File: src/rtl/dram_arb_pkg.sv
// -----------------------------------------------------------------------------
// dram_arb_pkg
//   Shared definitions for the DRAM port arbiter:
//     - FSM state encodings (ARB_IDLE, ARB_WAIT, ARB_DONE)
//     - NCH_MAX : the largest supported requester count
//     - clog2() : index/counter width helper (never returns less than 1 bit)
// -----------------------------------------------------------------------------
package dram_arb_pkg;

    localparam int NCH_MAX = 8;

    localparam logic [1:0] ARB_IDLE = 2'd0;
    localparam logic [1:0] ARB_WAIT = 2'd1;
    localparam logic [1:0] ARB_DONE = 2'd2;

    // Ceiling log2, clamped to 1 so that it can size a vector even for value <= 2.
    function automatic int clog2(input int value);
        int w;
        w = 1;
        for (int i = 1; i < 31; i++) begin
            if ((1 << i) < value) begin
                w = i + 1;
            end
        end
        return w;
    endfunction

endpackage

File: src/rtl/dram_port_arbiter_if.sv
// -----------------------------------------------------------------------------
// dram_port_arbiter_if
//   The SDRAM-side read/write port pair that the arbiter drives.
//   master : arbiter side (drives requests, address, write data)
//   slave  : SDRAM controller side (drives completion pulses, read data)
//   Signals:
//     dram_rd_req / dram_wr_req     level requests
//     dram_rd_addr / dram_wr_addr   request addresses (AW bits)
//     dram_wr_data                  write data (DW bits)
//     dram_rd_fin / dram_wr_fin     one-cycle completion pulses
//     dram_rd_data                  read data, valid with dram_rd_fin
// -----------------------------------------------------------------------------
interface dram_port_arbiter_if #(
    parameter int AW = 32,
    parameter int DW = 32
);
    logic          dram_rd_req;
    logic          dram_wr_req;
    logic [AW-1:0] dram_rd_addr;
    logic [AW-1:0] dram_wr_addr;
    logic [DW-1:0] dram_wr_data;
    logic          dram_rd_fin;
    logic          dram_wr_fin;
    logic [DW-1:0] dram_rd_data;

    modport master (
        output dram_rd_req, dram_wr_req, dram_rd_addr, dram_wr_addr, dram_wr_data,
        input  dram_rd_fin, dram_wr_fin, dram_rd_data
    );

    modport slave (
        input  dram_rd_req, dram_wr_req, dram_rd_addr, dram_wr_addr, dram_wr_data,
        output dram_rd_fin, dram_wr_fin, dram_rd_data
    );
endinterface

File: src/rtl/dram_arb_pick.sv
// -----------------------------------------------------------------------------
// dram_arb_pick
//   Combinational winner select for the DRAM port arbiter.
//   Ports:
//     req     in  NCH  request vector
//     rr_last in  IW   last granted channel (round-robin pointer)
//     valid   out 1    at least one request present
//     idx     out IW   winning channel index
//   Build option DRAM_ARB_FIXED_PRIO_EN: fixed priority, lowest index wins and
//   rr_last is ignored. Default: round-robin, search starts at rr_last+1 and wraps.
// -----------------------------------------------------------------------------
module dram_arb_pick
    import dram_arb_pkg::*;
#(
    parameter int NCH = 4,
    parameter int IW  = clog2(NCH)
) (
    input  logic [NCH-1:0] req,
    input  logic [IW-1:0]  rr_last,
    output logic           valid,
    output logic [IW-1:0]  idx
);

`ifdef DRAM_ARB_FIXED_PRIO_EN
    logic rr_unused;
    assign rr_unused = ^rr_last;

    // Descending scan: the last hit written is the lowest requesting index.
    always_comb begin
        valid = |req;
        idx   = '0;
        for (int i = NCH - 1; i >= 0; i--) begin
            if (req[i]) begin
                idx = IW'(i);
            end
        end
    end
`else
    logic [IW-1:0] cand;

    // Scan offsets from farthest to nearest so the closest requester after
    // rr_last overwrites any earlier hit.
    always_comb begin
        valid = 1'b0;
        idx   = '0;
        cand  = '0;
        for (int off = NCH; off >= 1; off--) begin
            cand = IW'((int'(rr_last) + off) % NCH);
            if (req[cand]) begin
                valid = 1'b1;
                idx   = cand;
            end
        end
    end
`endif

endmodule

File: src/rtl/dram_port_arbiter.sv
// -----------------------------------------------------------------------------
// dram_port_arbiter
//   Multiplexes NCH independent requesters onto one SDRAM read/write port pair.
//   One transaction in flight; IDLE -> WAIT -> DONE -> IDLE. Optional timeout
//   (TIMEOUT > 0) aborts a transaction that receives no completion.
//   Build option DRAM_ARB_FIXED_PRIO_EN: fixed priority instead of round-robin.
//   Ports:
//     clk, reset            clock; synchronous active-low reset
//     ch_req/ch_we          per-channel request level and direction
//     ch_addr/ch_wdata      flattened per-channel address / write data
//     ch_fin/ch_err         one-hot completion pulse, abort flag valid with it
//     ch_rdata              read data, valid in the ch_fin cycle
//     grant_id/busy         current owner, transaction in progress
//     dram                  SDRAM port (dram_port_arbiter_if.master)
// -----------------------------------------------------------------------------
module dram_port_arbiter
    import dram_arb_pkg::*;
#(
    parameter int NCH     = 4,
    parameter int AW      = 32,
    parameter int DW      = 32,
    parameter int TIMEOUT = 0
) (
    input  logic                   clk,
    input  logic                   reset,
    input  logic [NCH-1:0]         ch_req,
    input  logic [NCH-1:0]         ch_we,
    input  logic [NCH*AW-1:0]      ch_addr,
    input  logic [NCH*DW-1:0]      ch_wdata,
    output logic [NCH-1:0]         ch_fin,
    output logic                   ch_err,
    output logic [DW-1:0]          ch_rdata,
    output logic [clog2(NCH)-1:0]  grant_id,
    output logic                   busy,
    dram_port_arbiter_if.master    dram
);

    localparam int IW = clog2(NCH);
    localparam int CW = clog2(TIMEOUT + 1);
    // Counter value seen in the last WAIT cycle allowed before an abort.
    localparam logic [CW-1:0] TO_LAST = (TIMEOUT > 0) ? CW'(TIMEOUT - 1) : '0;

    logic [1:0]     state_q,   state_d;
    logic [IW-1:0]  rr_last_q, rr_last_d;
    logic [IW-1:0]  grant_q,   grant_d;
    logic           we_q,      we_d;
    logic [AW-1:0]  addr_q,    addr_d;
    logic [DW-1:0]  wdata_q,   wdata_d;
    logic           rd_req_q,  rd_req_d;
    logic           wr_req_q,  wr_req_d;
    logic           busy_q,    busy_d;
    logic [NCH-1:0] fin_q,     fin_d;
    logic           err_q,     err_d;
    logic [DW-1:0]  rdata_q,   rdata_d;
    logic [CW-1:0]  cnt_q,     cnt_d;

    logic           pick_valid;
    logic [IW-1:0]  pick_idx;
    logic           fin_match;
    logic           timeout_hit;

    dram_arb_pick #(
        .NCH (NCH),
        .IW  (IW)
    ) u_pick (
        .req     (ch_req),
        .rr_last (rr_last_q),
        .valid   (pick_valid),
        .idx     (pick_idx)
    );

    // Only the completion of the direction actually requested counts.
    assign fin_match   = we_q ? dram.dram_wr_fin : dram.dram_rd_fin;
    assign timeout_hit = (TIMEOUT > 0) && (cnt_q == TO_LAST);

    always_comb begin
        state_d   = state_q;
        rr_last_d = rr_last_q;
        grant_d   = grant_q;
        we_d      = we_q;
        addr_d    = addr_q;
        wdata_d   = wdata_q;
        rd_req_d  = rd_req_q;
        wr_req_d  = wr_req_q;
        busy_d    = busy_q;
        fin_d     = fin_q;
        err_d     = err_q;
        rdata_d   = rdata_q;
        cnt_d     = cnt_q;

        case (state_q)
            ARB_IDLE: begin
                if (pick_valid) begin
                    state_d   = ARB_WAIT;
                    grant_d   = pick_idx;
                    rr_last_d = pick_idx;
                    we_d      = ch_we[pick_idx];
                    addr_d    = ch_addr[pick_idx*AW +: AW];
                    wdata_d   = ch_wdata[pick_idx*DW +: DW];
                    rd_req_d  = !ch_we[pick_idx];
                    wr_req_d  = ch_we[pick_idx];
                    busy_d    = 1'b1;
                    cnt_d     = '0;
                end
            end
            ARB_WAIT: begin
                // A completion in the same cycle the timeout expires still wins.
                if (fin_match) begin
                    state_d        = ARB_DONE;
                    rd_req_d       = 1'b0;
                    wr_req_d       = 1'b0;
                    fin_d          = '0;
                    fin_d[grant_q] = 1'b1;
                    err_d          = 1'b0;
                    if (!we_q) begin
                        rdata_d = dram.dram_rd_data;
                    end
                end else if (timeout_hit) begin
                    state_d        = ARB_DONE;
                    rd_req_d       = 1'b0;
                    wr_req_d       = 1'b0;
                    fin_d          = '0;
                    fin_d[grant_q] = 1'b1;
                    err_d          = 1'b1;
                end else if (TIMEOUT > 0) begin
                    cnt_d = cnt_q + CW'(1);
                end
            end
            ARB_DONE: begin
                // Requests are not sampled here so the served channel can drop ch_req.
                state_d = ARB_IDLE;
                fin_d   = '0;
                err_d   = 1'b0;
                busy_d  = 1'b0;
            end
            default: begin
                state_d = ARB_IDLE;
            end
        endcase
    end

    always_ff @(posedge clk) begin
        if (!reset) begin
            state_q   <= ARB_IDLE;
            rr_last_q <= IW'(NCH - 1);
            grant_q   <= '0;
            we_q      <= 1'b0;
            addr_q    <= '0;
            wdata_q   <= '0;
            rd_req_q  <= 1'b0;
            wr_req_q  <= 1'b0;
            busy_q    <= 1'b0;
            fin_q     <= '0;
            err_q     <= 1'b0;
            rdata_q   <= '0;
            cnt_q     <= '0;
        end else begin
            state_q   <= state_d;
            rr_last_q <= rr_last_d;
            grant_q   <= grant_d;
            we_q      <= we_d;
            addr_q    <= addr_d;
            wdata_q   <= wdata_d;
            rd_req_q  <= rd_req_d;
            wr_req_q  <= wr_req_d;
            busy_q    <= busy_d;
            fin_q     <= fin_d;
            err_q     <= err_d;
            rdata_q   <= rdata_d;
            cnt_q     <= cnt_d;
        end
    end

    assign ch_fin            = fin_q;
    assign ch_err            = err_q;
    assign ch_rdata          = rdata_q;
    assign grant_id          = grant_q;
    assign busy              = busy_q;
    assign dram.dram_rd_req  = rd_req_q;
    assign dram.dram_wr_req  = wr_req_q;
    assign dram.dram_rd_addr = addr_q;
    assign dram.dram_wr_addr = addr_q;
    assign dram.dram_wr_data = wdata_q;

endmodule

File: src/flat_wrapper.sv
// flat-port wrapper written by rule: the top's interface ports become plain ports
module dram_port_arbiter_flat import dram_arb_pkg::*;
#(
    parameter int NCH     = 4,
    parameter int AW      = 32,
    parameter int DW      = 32,
    parameter int TIMEOUT = 0
)
  (clk, reset, ch_req, ch_we, ch_addr, ch_wdata, ch_fin, ch_err, ch_rdata, grant_id, busy, dram_dram_rd_req, dram_dram_wr_req, dram_dram_rd_addr, dram_dram_wr_addr, dram_dram_wr_data, dram_dram_rd_fin, dram_dram_wr_fin, dram_dram_rd_data);
  dram_port_arbiter_if #(.AW(AW), .DW(DW)) dram_i ();
  input  logic clk;
  input  logic reset;
  input  logic [NCH-1:0] ch_req;
  input  logic [NCH-1:0] ch_we;
  input  logic [NCH*AW-1:0] ch_addr;
  input  logic [NCH*DW-1:0] ch_wdata;
  output logic [NCH-1:0] ch_fin;
  output logic ch_err;
  output logic [DW-1:0] ch_rdata;
  output logic [clog2(NCH)-1:0] grant_id;
  output logic busy;
  output wire logic [$bits(dram_i.dram_rd_req)-1:0] dram_dram_rd_req;
  output wire logic [$bits(dram_i.dram_wr_req)-1:0] dram_dram_wr_req;
  output wire logic [$bits(dram_i.dram_rd_addr)-1:0] dram_dram_rd_addr;
  output wire logic [$bits(dram_i.dram_wr_addr)-1:0] dram_dram_wr_addr;
  output wire logic [$bits(dram_i.dram_wr_data)-1:0] dram_dram_wr_data;
  input wire logic [$bits(dram_i.dram_rd_fin)-1:0] dram_dram_rd_fin;
  input wire logic [$bits(dram_i.dram_wr_fin)-1:0] dram_dram_wr_fin;
  input wire logic [$bits(dram_i.dram_rd_data)-1:0] dram_dram_rd_data;
  assign dram_dram_rd_req = dram_i.dram_rd_req;
  assign dram_dram_wr_req = dram_i.dram_wr_req;
  assign dram_dram_rd_addr = dram_i.dram_rd_addr;
  assign dram_dram_wr_addr = dram_i.dram_wr_addr;
  assign dram_dram_wr_data = dram_i.dram_wr_data;
  assign dram_i.dram_rd_fin = dram_dram_rd_fin;
  assign dram_i.dram_wr_fin = dram_dram_wr_fin;
  assign dram_i.dram_rd_data = dram_dram_rd_data;
  dram_port_arbiter #(.NCH(NCH), .AW(AW), .DW(DW), .TIMEOUT(TIMEOUT)) u_core (.clk(clk), .reset(reset), .ch_req(ch_req), .ch_we(ch_we), .ch_addr(ch_addr), .ch_wdata(ch_wdata), .ch_fin(ch_fin), .ch_err(ch_err), .ch_rdata(ch_rdata), .grant_id(grant_id), .busy(busy), .dram(dram_i));
endmodule
File: config.mk
export PLATFORM = sky130hd
export DESIGN_NAME = dram_port_arbiter_flat
export DESIGN_NICKNAME = d
export VERILOG_FILES = /design/src/rtl/dram_arb_pkg.sv /design/src/rtl/dram_port_arbiter_if.sv /design/src/rtl/dram_arb_pick.sv /design/src/rtl/dram_port_arbiter.sv /design/src/flat_wrapper.sv
export SDC_FILE = /design/constraint.sdc
export NUM_CORES = 1
export LEC_CHECK = 0
export CORE_AREA = 3 3 168 170
export CTS_BUF_LIST = sky130_fd_sc_hd__clkbuf_4
export DETAILED_ROUTE_END_ITERATION = 8
export DIE_AREA = 0 0 171 173
export HOLD_SLACK_MARGIN = 0.1
export PLACE_DENSITY_LB_ADDON = 0.3
export SLEW_MARGIN = 30
export SYNTH_ARGS = -nofsm -noshare
export SYNTH_HDL_FRONTEND = slang
export SYNTH_SLANG_ARGS = --single-unit
export TNS_END_PERCENT = 50
File: constraint.sdc
create_clock -name clk -period 1.95 [get_ports clk]
set_input_delay 0.195 -clock clk [delete_from_list [all_inputs] [get_ports clk]]
set_output_delay 0.195 -clock clk [all_outputs]
set_load 0.02 [all_outputs]
== Word-level counts from Yosys, hierarchy flattened ==
Cells that the tools add are included.

* Word-level logic and storage cells: 76
* Output and inout bits: 138
* Bits in registers: 111

* Mux-type cells: 34
* Reduce and logical (&&, ||, !) cells: 12
* Equal/unequal tests: 4
* Magnitude comparators: 7
* Shifts and indexed selects: 2
* Bitwise operators: 1
* Add/sub/neg operators: 4

{| class="wikitable"
|+ Operators by type and width
! kind !! number
|-
| 128-bit by 8-bit indexed part select with 32-bit output || 2
|-
| 2-bit by 3-bit less-than comparator with 1-bit output (second input constant) || 6
|-
| 1-bit 2-to-1 mux || 15
|-
| 2-bit 2-to-1 mux || 6
|-
| 1-bit binary-select mux with 2-bit select || 5
|-
| 1-bit one-hot mux with 2 select lines || 4
|-
| 4-bit one-hot mux with 2 select lines || 1
|-
| 2-bit AND reduction || 4
|-
| 3-bit AND reduction || 2
|-
| 2-bit nonzero test || 3
|-
| 2-bit by 1-bit adder with 2-bit output (second input constant) || 2
|-
| 2-bit adder (second input constant) || 2
|-
| 4-bit 2-to-1 mux || 1
|-
| 2-bit by 1-bit inequality test with 1-bit output (second input constant) || 2
|-
| 2-bit one-hot mux with 2 select lines || 1
|-
| 1-bit demux with 2-bit select || 1
|-
| 2-bit by 1-bit equality test with 1-bit output (second input constant) || 1
|-
| 2-bit equality test (second input constant) || 1
|-
| 2-bit by 1-bit greater-or-equal comparator with 1-bit output (second input constant) || 1
|-
| 2-bit zero test || 1
|-
| 1-bit logical AND || 1
|-
| 1-bit zero test || 1
|-
| 1-bit NOT || 1
|}

== Depth between registers and ports, before layout ==
* Depth after elaboration: 12
* Depth in mapped cells: 7
* Gate-level depth less buffers: 5

== Hierarchy ==
Synthesis repeated with hierarchy kept, for this count alone.

* Cell total of the unflattened synthesis: 472
* Area total of the unflattened synthesis: 5595.4 µm²

{| class="wikitable"
|+ Modules (own cells, without submodules)
! module !! sequential area each (µm²) !! times used !! area an instance (µm²) !! cells an instance
|-
| dram_port_arbiter || 2202.1 || 1 || 5504.0 || 458
|-
| dram_arb_pick || 0.0 || 1 || 91.3 || 14
|}

== Worst setup path after synthesis ==
OpenSTA, ideal clock, no wires.

* Path kind: register -> register
* Start point: register u_core.rr_last_q[1]
* End point: register u_core.wdata_q[23], in the netlist u_core.dram.dram_wr_data[23]
* Stages on the path, launching flop included: 7
* Slack: 351 ps
* Path buffers: 2
* Clock period less this slack: 1599 ps
* Data required time: 1871 ps
* Arrival time: 1520 ps
* Cells stage by stage: dfxtp_1 -> or3b_1 -> and2_4 -> buf_6 -> buf_2 -> a211o_1 -> o211ai_1

* Cells in the longest elaborated chain, start to end: 8

{| class="wikitable"
|+ RTL lines
! what !! line !! source
|-
| start: declaration || dram_port_arbiter.sv:44 || <nowiki>logic [IW-1:0] rr_last_q, rr_last_d;</nowiki>
|-
| start signal: assignment || dram_port_arbiter.sv:145 || <nowiki>rr_last_q <= IW'(NCH - 1);</nowiki>
|-
| start signal: assignment || dram_port_arbiter.sv:159 || <nowiki>rr_last_q <= rr_last_d;</nowiki>
|-
| 2-bit by 1-bit adder with 2-bit output || dram_arb_pick.sv:48 || <nowiki>cand = IW'((int'(rr_last) + off) % NCH);</nowiki>
|-
| 1-bit binary-select mux with 2-bit select || dram_arb_pick.sv:49 || <nowiki>if (req[cand]) begin</nowiki>
|-
| 1-bit 2-to-1 mux (not written as such) || dram_arb_pick.sv:49 ||
|-
| 2-bit 2-to-1 mux / 1-bit 2-to-1 mux (equally long branches) (4 in a row) || dram_arb_pick.sv:49 ||
|-
| 128-bit by 8-bit indexed part select with 32-bit output / 2-bit AND reduction (equally long branches) || n/a ||
|-
| end signal: assignment || dram_port_arbiter.sv:163 || <nowiki>wdata_q <= wdata_d;</nowiki>
|-
| end: declaration || dram_port_arbiter.sv:48 || <nowiki>logic [DW-1:0] wdata_q, wdata_d;</nowiki>
|}

Several ways; a longest one is shown, not always the timed one. The select of a mux whose other input is x is not followed.
A chain may end at the register's enable or synchronous reset.

== Worst setup path after layout ==
* Start point: register u_core.rr_last_q[1]
* End point: register u_core.wdata_q[0], in the netlist u_core.dram.dram_wr_data[0]

The elaborated chain is that of the path after synthesis.

==> flow_summary.json <==
{
  "wl_um": 31400,
  "grt.overflow.total": 0,
  "core_area_um2": 26900,
  "ys_ff_latch": 110,
  "vdd_drop_max_v": 0.000331,
  "wl_per_cell_um": 20.6,
  "drc": 0,
  "hold_path_depth": 3,
  "grt_pass1_wl_um": 46500,
  "synthFlopType": "dfxtp_1",
  "synth_top_area_share_pct": 33.6,
  "crit_family": "compound AO/OA/AOI/OAI gates",
  "ant_nets": 0,
  "synth_top_cell_by_area": "dfxtp_1",
  "fill_cells": 2657,
  "io_pins": 438,
  "max_stage_delay_ps": 520,
  "clockBufferDepth": 2,
  "avgSynthCellArea_um2": 8.37,
  "die_y_um": 173,
  "instances_no_fill": 1527,
  "drive_above_1_share_pct": 9.03,
  "cts_inserted_buffers": 9,
  "status": "complete, no violations",
  "dieArea_um2": 29600,
  "ctsHoldBuffers": 0,
  "area_delta_synth_final_pct": 79.5,
  "hold_viol_final": 0,
  "power.density_nw_per_um2": 701,
  "cp.required_ps": 2360,
  "clkLatencyLatePin_ps": 510,
  "reg2regPathDepth": 7,
  "initial_core_util_pct": 24.4,
  "crit_path_start_kind": "flop",
  "cp_max_fo": 25,
  "ys_top_cells_by_area": "dfxtp_1 (34%), mux2i_1 (10%), a211o_1 (8.6%)",
  "rrSetupSlack_ps": 110,
  "yosys_warnings": 0,
  "critPathSlowestCell": "dfxtp_1",
  "slew_violations": 0,
  "total_leakage_power_nw": 4.40,
  "synth_cell_type_count": 47,
  "cts_tree": "yes",
  "crit_chain": "o21a_2 > buf_4 > buf_12 > buf_4 > o31ai_1 > a211o_1 > o211ai_1",
  "synthArstFlopShare_pct": 0,
  "clk_pin_slew_ps": 230,
  "drtPass1Iterations": 5,
  "min_from": "dram_dram_rd_data[19]",
  "port_buffers": 436,
  "worstSetupPathType": "reg2reg",
  "cts.sinks": 110,
  "rr_endpoint": "u_core.dram.dram_wr_data[0]",
  "skew_ps": 40.6,
  "cp_num_buf_inv": 3,
  "rows": 60,
  "via_per_inst": 5.10,
  "yosysMostFrequentCell": "nand2_1",
  "die_w_um": 171,
  "gp_congestion": 0.823,
  "fin_crit_sh_pct": 94.4,
  "h-tree-depth": 3,
  "synth_edf_count": 0,
  "final_util_pct": 43.8,
  "drt_iter0_markers": 566,
  "root_buffer": "clkbuf_4",
  "vias": 7784,
  "hold_path_class": "in2reg",
  "placed_cells": 1508,
  "nets": 1480,
  "antenna_found_initial": 1,
  "critical_path_arrival_ps": 2250,
  "hpwl_um": 23400,
  "whs_ps": 189,
  "crit_top_cell": "buf_4",
  "r2r_start": "u_core.rr_last_q[1]",
  "rsz0062_at_grt": "no",
  "syn_nets": 1083,
  "period_minus_slack_ps": 1840,
  "grt_start_max_net_pins": 40,
  "grt_usage_pct": 20.0,
  "drv_cap": 0,
  "fmax_mhz": 544,
  "setup_viol": 0,
  "synth_area_um2": 6550,
  "synth_cells": 783,
  "min_to": "u_core.ch_rdata[19]",
  "synth_commonest_cells": "nand2_1 (136), dfxtp_1 (110), mux2i_1 (67), nand4_1 (65)",
  "first_global_vias": 7934,
  "ys_seq_area_share_pct": 33.6,
  "cp-end-kind": "flop"
}
## cell usage in the layout, fill, tap and decap left out, types with 9 or more instances in the layout
cell type,count
nand4_1,65
o211ai_1,63
o31ai_1,64
mux2i_1,67
buf_12,25
dfxtp_1,108
a211o_1,64
buf_4,44
clkbuf_4,9
a21oi_1,39
nand2_1,134
nor2_1,9
clkdlybuf4s50_1,436
## worst max path at each step
stage	depth (start not counted)	endpoint	slack (ps)	start
finish	7	u_core.dram.dram_wr_data[0]	110	u_core.rr_last_q[1]
global route	8	u_core.dram.dram_wr_data[0]	1	u_core.rr_last_q[0]
CTS	7	u_core.dram.dram_wr_data[17]	10	u_core.rr_last_q[0]
detailed placement	9	u_core.dram.dram_wr_data[20]	-380	ch_req[3]
global placement	9	u_core.dram.dram_wr_data[20]	-370	ch_req[3]
floorplan	6	u_core.dram.dram_wr_data[23]	350	u_core.rr_last_q[1]
## kinds of logic (layout without fill, tap and decap cells)
group | Yosys count | in the layout | synth area share (%)
compound gates | 247 | 247 | 28.3
simple gates | 233 | 233 | 17.3
flops | 110 | 110 | 33.6
other cells | 1 | 2 | 0.0573
buf+inv | 124 | 526 | 10.4
mux | 68 | 68 | 10.4
## per-layer routing
metal / share of wire [%] / GRT usage, %
met1: 40 / 24.4
met2: 50 / 35.3
met3: 8.0 / 4.30
met4: 1.9 / 5.67
met5: 0 / 0
## area by class of cell
class	count	area (µm²)	share of cell area, %
multi-input cells	549	3720	31.6
clock inverters	7	101	0.862
well taps	341	427	3.63
diodes	1	2.50	0.0213
repair buffers	506	5220	44.4
inverters	4	15.0	0.128
clock buffers	9	67.6	0.575
flip-flops and latches	110	2210	18.8
## per-stage QoR
step | setup WS (ps) | total power [mW] | TNS (ps) | cell area [µm²]
3_5_place_dp | -377 | 6.90 | -20730 | 11600
6_report | 110 | 8.25 | 0 | 11800
2_1_floorplan | 351 | 4.83 | 0 | 6550
5_1_grt | 1.08 | 8.70 | 0 | 11800
4_1_cts | 12.5 | 8.33 | 0 | 11700
3_3_place_gp | -366 | 6.88 | -19340 | 11600
## sequential cells by signal, summed over array words and instances, names as in the netlist
register,flops
u_core.ch_rdata,32
u_core.dram.dram_rd_addr,32
u_core.dram.dram_wr_data,32
u_core.ch_fin,4
u_core.grant_id,2
u_core.rr_last_q,2
u_core.state_q,2
u_core.busy,1
u_core.dram.dram_rd_req,1
u_core.dram.dram_wr_req,1
u_core.we_q,1
## what timing repair did
item	CTS	global route
setup endpoints to repair	0	45
resized for setup	0	3
buffers inserted	0	1
## where the power goes
group | internal [mW] | switching (mW) | total, mW
logic | 2.10 | 1.95 | 4.04
registers | 2.57 | 0.245 | 2.81
clock network | 0.432 | 0.958 | 1.39
total | 5.10 | 3.15 | 8.25
## worst register-to-register path: cells and delay by family, from the launching register on
kind	cells	cell delay [ps]
AOI/OAI and AO/OA	4	720
buffers and inverters	3	520
DFF	1	520
No activity file was read; power rests on OpenSTA's default activity.
